[src/rtl/stream_demux_pkg.sv]
// Shared definitions for the 1-to-4 sample stream demultiplexer:
// routing-mode encodings, channel index type and a one-hot helper.
package stream_demux_pkg;

    localparam logic [2:0] SEL_CH1   = 3'b000;
    localparam logic [2:0] SEL_CH2   = 3'b001;
    localparam logic [2:0] SEL_CH3   = 3'b010;
    localparam logic [2:0] SEL_CH4   = 3'b011;
    localparam logic [2:0] SEL_RR    = 3'b100;
    localparam logic [2:0] SEL_BCAST = 3'b101;
    localparam logic [2:0] SEL_DISC  = 3'b110;

    typedef logic [1:0] ch_idx_t;

    // One-hot channel mask for a channel index (bit0 = CH1)
    function automatic logic [3:0] ch_onehot(input ch_idx_t idx);
        return 4'b0001 << idx;
    endfunction

endpackage

[src/rtl/demux_ch_slot.sv]
// One-entry output register for a single demux channel with
// valid/ready handshake. A load in the same cycle as a drain keeps the
// slot valid with the new sample.
module demux_ch_slot #(
    parameter int WIDTH = 16
) (
    input  logic             clk,
    input  logic             rst_n,
    input  logic             load,
    input  logic [WIDTH-1:0] load_data,
    input  logic             ready,
    output logic             valid,
    output logic [WIDTH-1:0] data,
    output logic             free
);

    // Slot can take a sample when empty or being drained this cycle
    assign free = ~valid | ready;

    // Holding register: load has priority over drain; data holds after drain
    always_ff @(posedge clk) begin
        if (!rst_n) begin
            valid <= 1'b0;
            data  <= '0;
        end else if (load) begin
            valid <= 1'b1;
            data  <= load_data;
        end else if (ready) begin
            valid <= 1'b0;
        end
    end

endmodule

[src/rtl/stream_demux1_4.sv]
// Registered 1-to-4 sample stream demultiplexer.
// Modes: fixed channel, round-robin de-interleave (with in_sync realignment
// and sticky sync error), broadcast, and discard.
// Optional macro DEMUX_DROP_CNT_EN adds a saturating drop_cnt output that
// counts samples consumed in discard mode.
module stream_demux1_4
    import stream_demux_pkg::*;
#(
    parameter int INPUT_WIDTH  = 12,
    parameter int OUTPUT_WIDTH = 12
) (
    input  logic                    clk_in,
    input  logic                    RST_n,
    input  logic [2:0]              Sel,
    input  logic [INPUT_WIDTH-1:0]  in_data,
    input  logic                    in_valid,
    input  logic                    in_sync,
    output logic                    in_ready,
    output logic [OUTPUT_WIDTH-1:0] CH_OUT1,
    output logic [OUTPUT_WIDTH-1:0] CH_OUT2,
    output logic [OUTPUT_WIDTH-1:0] CH_OUT3,
    output logic [OUTPUT_WIDTH-1:0] CH_OUT4,
    output logic [3:0]              ch_valid,
    input  logic [3:0]              ch_ready,
`ifdef DEMUX_DROP_CNT_EN
    output logic [15:0]             drop_cnt,
`endif
    output logic                    sync_err
);

    if (OUTPUT_WIDTH < INPUT_WIDTH) begin : g_width_check
        $error("stream_demux1_4: OUTPUT_WIDTH must be >= INPUT_WIDTH");
    end

    logic [2:0]              sel_q;
    ch_idx_t                 rr_idx;
    ch_idx_t                 rr_idx_next;
    logic                    sync_err_next;
    ch_idx_t                 target;
    logic                    sel_change;
    logic                    mode_ready;
    logic                    is_rr;
    logic                    is_bcast;
    logic                    is_disc;
    logic                    accept;
    logic [3:0]              slot_free;
    logic [3:0]              load_mask;
    logic [OUTPUT_WIDTH-1:0] wide_data;
    logic [OUTPUT_WIDTH-1:0] ch_data [4];

    // Left-justify the input sample, zero-filling the LSBs
    always_comb begin
        wide_data = '0;
        wide_data[OUTPUT_WIDTH-1 -: INPUT_WIDTH] = in_data;
    end

    // Decode the routing mode into a target channel and mode-level ready
    always_comb begin
        sel_change = (Sel != sel_q);
        target     = Sel[1:0];
        mode_ready = 1'b0;
        is_rr      = 1'b0;
        is_bcast   = 1'b0;
        is_disc    = 1'b0;
        case (Sel)
            SEL_CH1, SEL_CH2, SEL_CH3, SEL_CH4: begin
                target     = Sel[1:0];
                mode_ready = slot_free[target];
            end
            SEL_RR: begin
                is_rr = 1'b1;
                // A mode change or sync pulse realigns the stream to CH1
                if (in_sync || sel_change) begin
                    target = 2'd0;
                end else begin
                    target = rr_idx;
                end
                mode_ready = slot_free[target];
            end
            SEL_BCAST: begin
                is_bcast   = 1'b1;
                mode_ready = &slot_free;
            end
            default: begin
                is_disc    = 1'b1;
                mode_ready = 1'b1;
            end
        endcase
    end

    // Handshake, slot loads and next round-robin / sync-error state
    always_comb begin
        in_ready = RST_n & mode_ready;
        accept   = in_valid & in_ready;
        if (!accept) begin
            load_mask = 4'b0000;
        end else if (is_bcast) begin
            load_mask = 4'b1111;
        end else if (is_disc) begin
            load_mask = 4'b0000;
        end else begin
            load_mask = ch_onehot(target);
        end

        if (sel_change) begin
            rr_idx_next = accept ? 2'd1 : 2'd0;
        end else if (is_rr && accept) begin
            rr_idx_next = target + 2'd1;
        end else begin
            rr_idx_next = rr_idx;
        end

        // Sync on a sample that was not due for CH1 flags misalignment
        if (is_rr && accept && in_sync && !sel_change && (rr_idx != 2'd0)) begin
            sync_err_next = 1'b1;
        end else begin
            sync_err_next = sync_err;
        end
    end

    // Mode history, round-robin pointer and sticky sync error
    always_ff @(posedge clk_in) begin
        if (!RST_n) begin
            sel_q    <= SEL_CH1;
            rr_idx   <= 2'd0;
            sync_err <= 1'b0;
        end else begin
            sel_q    <= Sel;
            rr_idx   <= rr_idx_next;
            sync_err <= sync_err_next;
        end
    end

`ifdef DEMUX_DROP_CNT_EN
    // Saturating count of samples consumed while discarding
    always_ff @(posedge clk_in) begin
        if (!RST_n) begin
            drop_cnt <= 16'h0000;
        end else if (accept && is_disc && (drop_cnt != 16'hFFFF)) begin
            drop_cnt <= drop_cnt + 16'h0001;
        end
    end
`endif

    for (genvar i = 0; i < 4; i++) begin : g_slot
        demux_ch_slot #(
            .WIDTH (OUTPUT_WIDTH)
        ) u_slot (
            .clk       (clk_in),
            .rst_n     (RST_n),
            .load      (load_mask[i]),
            .load_data (wide_data),
            .ready     (ch_ready[i]),
            .valid     (ch_valid[i]),
            .data      (ch_data[i]),
            .free      (slot_free[i])
        );
    end

    assign CH_OUT1 = ch_data[0];
    assign CH_OUT2 = ch_data[1];
    assign CH_OUT3 = ch_data[2];
    assign CH_OUT4 = ch_data[3];

endmodule

[config.mk]
export PLATFORM = sky130hd
export DESIGN_NAME = stream_demux1_4
export DESIGN_NICKNAME = d
export VERILOG_FILES = /design/src/rtl/stream_demux_pkg.sv /design/src/rtl/demux_ch_slot.sv /design/src/rtl/stream_demux1_4.sv
export SDC_FILE = /design/constraint.sdc
export NUM_CORES = 1
export LEC_CHECK = 0
export ABC_CLOCK_PERIOD_IN_PS = 3900
export BUFFER_PORTS_ARGS = -buffer_cell sky130_fd_sc_hd__buf_2
export CAP_MARGIN = 20
export CELL_PAD_IN_SITES_DETAIL_PLACEMENT = 1
export CELL_PAD_IN_SITES_GLOBAL_PLACEMENT = 1
export CORE_MARGIN = 1.5
export CORE_UTILIZATION = 42
export DETAILED_ROUTE_END_ITERATION = 16
export GPL_TIMING_DRIVEN = 0
export PLACE_DENSITY = 0.83
export SLEW_MARGIN = 20
export SYNTH_ARGS = -nofsm -noshare
export SYNTH_HDL_FRONTEND = slang
export SYNTH_SLANG_ARGS = --single-unit
export TNS_END_PERCENT = 30
[constraint.sdc]
create_clock -name clk_in -period 3.9 [get_ports clk_in]
set_clock_uncertainty 0.15 [all_clocks]
set_input_delay 0.195 -clock clk_in [delete_from_list [all_inputs] [get_ports clk_in]]
set_output_delay 0.195 -clock clk_in [all_outputs]
set_load 0.005 [all_outputs]
; ---- Word level (Yosys, flattened, before mapping)
; Cells that the tools add are included.
[classes]
n_shift = 1
muxes = 24
add_sub_neg = 1
order_cmp = 2
eq_ne = 6
bitwise = 10
reduce_logical = 16
[op_table]
columns = cell, count
row1 = $mux W1, 13
row2 = $mux W4, 3
row3 = $reduce_bool A2 Y1, 6
row4 = $mux W2, 5
row5 = $eq A3 B2 Y1 const B, 2
row6 = $eq A3 B3 Y1 const B, 2
row7 = $lt A2 B3 Y1 const B, 2
row8 = $reduce_or A6 Y1, 1
row9 = $bmux W1 S2, 2
row10 = $logic_and A1 B1 Y1, 4
row11 = $not A1 Y1, 4
row12 = $or A1 B1 Y1, 4
row13 = $reduce_and A4 Y1, 1
row14 = $reduce_or A4 Y1, 1
row15 = $shl A1 B2 Y4 const A, 1
row16 = $eq A3 B1 Y1 const B, 1
row17 = $logic_not A3 Y1, 1
row18 = $ne A3 B3 Y1, 1
row19 = $pmux W1 S3, 1
row20 = $add A2 B1 Y2 const B, 1
row21 = $and A1 B1 Y1, 2
row22 = $logic_not A1 Y1, 1
row23 = $logic_or A1 B1 Y1, 1
[totals]
out_inout_bits = 54
inputBits = 23
register_bits = 58
elab_cells = 71

; ---- Longest topological paths before layout
[logic_depth]
ltp_word = 13
depth_mapped = 11

; ---- Cells and area by module
; A second synthesis with hierarchy kept.
[hier_totals]
cells_unflattened = 246
area_unflattened_um2 = 2633.8
[modules_own_cells]
columns = mod, cells_per_inst, seq_area_each_um2, area_per_inst_um2, n_inst
row1 = demux_ch_slot, 43, 260.2, 508.0, 4
row2 = stream_demux1_4, 74, 120.1, 601.8, 1

; ---- Worst setup path after synthesis
; OpenSTA, ideal clock, no wires.
[synth_path]
path_type = reg-to-reg
from = reg sel_q[2]
to = reg g_slot[0].u_slot.data[10]
stages_incl_launch_ff = 8
slack_ps = 1290
arrival_time_ps = 2388
setup_ps = 72
required_ps = 3678
cell_sequence = dfxtp_1 -> or3b_2 -> or4_4 -> a31oi_4 -> a32oi_4 -> nor3b_4 -> buf_8 -> mux2i_1
[synth_between]
elab_chain_cells = 10
elab_cells_between_ends = 14
[synth_rtl]
columns = element, line
row1 = start: declaration, stream_demux1_4.sv:35  ; logic [2:0] sel_q;
row2 = start signal: assignment, stream_demux1_4.sv:128  ; sel_q <= Sel;
row3 = $ne A3 B3 Y1 (*), stream_demux1_4.sv:59  ; sel_change = (Sel != sel_q);
row4 = $logic_or A1 B1 Y1 (*), stream_demux1_4.sv:73  ; if (in_sync || sel_change) begin
row5 = $mux W2 (*), stream_demux1_4.sv:73
row6 = $mux W2 (*), stream_demux1_4.sv:65  ; case (Sel)
row7 = $bmux W1 S2, stream_demux1_4.sv:78  ; mode_ready = slot_free[target];
row8 = $mux W1 (implied by the code), stream_demux1_4.sv:78
row9 = $pmux W1 S3, stream_demux1_4.sv:65
row10 = $and A1 B1 Y1, stream_demux1_4.sv:93  ; in_ready = RST_n & mode_ready;
row11 = $and A1 B1 Y1, stream_demux1_4.sv:94  ; accept = in_valid & in_ready;
row12 = $mux W4 (*), stream_demux1_4.sv:95  ; if (!accept) begin
row13 = end signal: assignment, demux_ch_slot.sv:27  ; data <= load_data;
row14 = end: declaration, demux_ch_slot.sv:13  ; output logic [WIDTH-1:0] data,
; Every way passes the cells marked *; elsewhere a longest branch is shown, timed or not. The select of a mux whose other input is x is not followed.
; A chain may end at the register's enable or synchronous reset.

; ---- Worst setup path in the final report
[layout_path]
from = in Sel[0]
to = out in_ready
[layout_between]
elab_chain_cells = 8
elab_cells_between_ends = 17
[layout_rtl]
columns = element, line
row1 = start: declaration, stream_demux1_4.sv:14  ; input logic [2:0] Sel,
row2 = $ne A3 B3 Y1, stream_demux1_4.sv:59
row3 = $logic_or A1 B1 Y1, stream_demux1_4.sv:73
row4 = $mux W2, stream_demux1_4.sv:73
row5 = $mux W2, stream_demux1_4.sv:65
row6 = $bmux W1 S2, stream_demux1_4.sv:78
row7 = $mux W1 (implied by the code), stream_demux1_4.sv:78
row8 = $pmux W1 S3 (*), stream_demux1_4.sv:65
row9 = $and A1 B1 Y1 (*), stream_demux1_4.sv:93
row10 = end: declaration, stream_demux1_4.sv:18  ; output logic in_ready,
; Marks and branches as above.

==> flow_summary.yaml <==
power:
  total_power_w: 0.00138
  p_per_area_nw_per_um2: 416
  peakVddDrop_uv: 234
  cellLeakagePower_nw: 1.45
global_route:
  grt_pass1_wl_mm: 11.4
  grt_pass1_vias: 2275
  grt_remaining_overflow: 0
  antenna_found_initial: 0
  grt_max_degree: 11
  grt.total_usage_pct: 23.4
timing:
  worst_pin_slew_ns: 0.675
  hold_viol: 0
  post-route-period-util_pct: 80.5
  max_freq_mhz: 318
  setup_violations: 0
  tns_ns: 0
  finalMaxSlewViolations: 0
  fin_crit_ns: 3.14
  relSlewSlack_pct: 54.6
  grt_setup_unrepaired: "false"
setup_path:
  slowest_stage: "nor3_1"
  critPathLaunchType: "input pin"
  cp_max_fo: 10
  crit_path_end_kind: "output port"
  cp_cell_sequence: "dlygate4sd3_1 -> buf_6 -> xor2_1 -> nor3_1 -> a31oi_4 -> a32oi_4 -> and2b_1 -> buf_2"
  crit_type: "in -> out"
  path_delay_family: "simple AND/OR/NAND/NOR gates"
  regToRegSetupSlack_ns: 0.96
  cp.required_ns: 3.56
  worst_path_largest_cell_delay_ns: 0.58
  arrival_ns: 2.80
  path_buf_inv: 3
synth:
  synth_top_cell_by_area: "dfxtp_1"
  synth_flop_cell: "dfxtp_1"
  synth.most_common_cell: "nand2_1"
  synth_seq_cells: 58
  synthCells: 259
  syn_nets: 286
  syn_area_per_cell_um2: 10.1
  yosysTopAreaCellShare_pct: 44.5
  ys_seq_area_share_pct: 44.5
  synth_edf_count: 0
  synthTopCellsByCount: "nand2_1, dfxtp_1, mux2i_1"
  synth_area_leaders: "dfxtp_1, mux2i_1, nand2_1"
  ys_warn_count: 0
  async_flop_share_pct: 0
  yosysUniqueCellTypes: 37
  syn-cell-area_um2: 2610
floorplanning:
  start_util_pct: 43.8
  die_h_um: 81.8
  die_w_um: 81.8
  dieArea_um2: 6690
  ios: 77
  core_um2: 5960
  rows: 28
drt:
  num_vias: 2178
  dr.pass1.iters: 4
  antenna_left: 0
  routed_wl_mm: 7.13
  viasPerCell: 5.12
  drc: 0
  wl_per_cell_um: 16.8
  drtIter0Drc: 41
clocking:
  root_buffer: "clkbuf_8"
  numClockSinks: 58
  ctsLongestPathBuffers: 2
  h-tree-depth: 3
  cts_tree: "built"
  numCtsBuffers: 9
  clock_latency_ns: 0.34
  clk_pin_slew_ns: 0.06
  cts_setup_buffers: 0
place:
  hpwlAfterDp_mm: 5.09
  globalplace.congestion: 0.854
  numPortBuffers: 73
cells_and_area:
  syn2layout_area_growth_pct: 26.8
  nets: 372
  drive_gt1_share_pct: 30.6
  fillers: 735
  n_antenna_cell: 0
min_path:
  hold_path_class: "in -> reg"
run_status:
  status: "complete, no violations"
run:
  cap_violations: 0
## flip-flops by register name, indices dropped and copies added, names as in the netlist
register / flops
rr_idx: 2
sel_q: 3
g_slot.u_slot.data: 48
sync_err: 1
g_slot.u_slot.valid: 4
## worst paths after layout
kind                                                from                                      to  depth (start not counted)
hold / removal                                in_data[9]   g_slot[2].u_slot.data[9]$_SDFFE_PN0P_                          3
hold reg to reg   g_slot[2].u_slot.data[11]$_SDFFE_PN0P_  g_slot[2].u_slot.data[11]$_SDFFE_PN0P_                          2
setup / recovery                                  Sel[0]                                in_ready                          8
setup reg to reg                     sel_q[2]$_SDFF_PN0_   g_slot[1].u_slot.data[7]$_SDFFE_PN0P_                          7
## what timing repair did
item                                   CTS  global route
hold buffers                             2             0
endpoints found under the hold margin    2             0
resized for setup                        0             0
## metrics by stage
stage | setup WS (ns) | hold slack (ns) | util, % | cell area, um2 | std cells
after floorplan | 1.29 | 0.167 | - | 2610 | 259
after global placement | 1.08 | 0.289 | 51.5 | 3070 | 407
after detailed placement | 0.966 | 0.295 | 51.5 | 3070 | 407
after CTS | 0.778 | 0.0367 | 55.5 | 3310 | 425
after global routing | 0.624 | 0.0548 | 55.5 | 3310 | 425
final | 0.760 | 0.0476 | 55.5 | 3310 | 425
## final cells by class
type | instances | area, um2 | share of cell area (%)
well taps | 75 | 93.8 | 2.84
clock inverters | 5 | 77.6 | 2.35
flip-flops and latches | 58 | 1160 | 35.1
multi-input cells | 177 | 1280 | 38.8
clock buffers | 11 | 141 | 4.28
repair buffers | 75 | 385 | 11.7
plain buffers | 18 | 143 | 4.31
inverters | 6 | 22.5 | 0.681
## placed cells by master, fill, tap and decap left out, types with 6 or more instances in the layout
master	n
nand2_1	64
mux2i_1	49
buf_2	73
clkbuf_8	10
dfxtp_1	58
a21oi_1	8
nand2b_1	6
o21a_1	6
clkbuf_1	9
inv_1	6
## per-layer routing
layer,part of all wire [%],vias up,GRT usage [%]
li1,-,1042,-
met1,44,1057,27.3
met2,49,64,39.9
met3,5.9,15,6.78
met4,1.5,0,9.32
met5,0,-,0
## report_power, final
| group | switching [W] | internal [W] | leakage (nW) |
|---|---|---|---|
| clock | 0.000245 | 0.000375 | 0.109 |
| sequential | 0.00000980 | 0.000610 | 0.470 |
| combinational | 0.0000773 | 0.0000587 | 0.866 |
| total | 0.000332 | 0.00104 | 1.45 |
## cells by family (layout without fill, tap and decap cells)
logic type | after synthesis | count (layout) | synth area share (%)
DFF | 58 | 58 | 44.5
xor gates and xnor gates | 3 | 3 | 1.01
adders and majority gates | 4 | 4 | 1.92
buffers and inverters | 24 | 115 | 6.33
AOI/OAI and AO/OA | 23 | 23 | 7.00
muxes | 50 | 50 | 19.8
and+or+nand+nor | 97 | 97 | 19.4
## worst register-to-register path: cells and delay by family, from the launching register on
kind,cells,cell delay (ns)
AO/OA/AOI/OAI,2,0.46
buffers and inverters,1,0.22
flip-flops,1,0.36
multiplexers,1,0.23
AND/OR/NAND/NOR,3,1.44
Power figures use the tool's default switching activity.
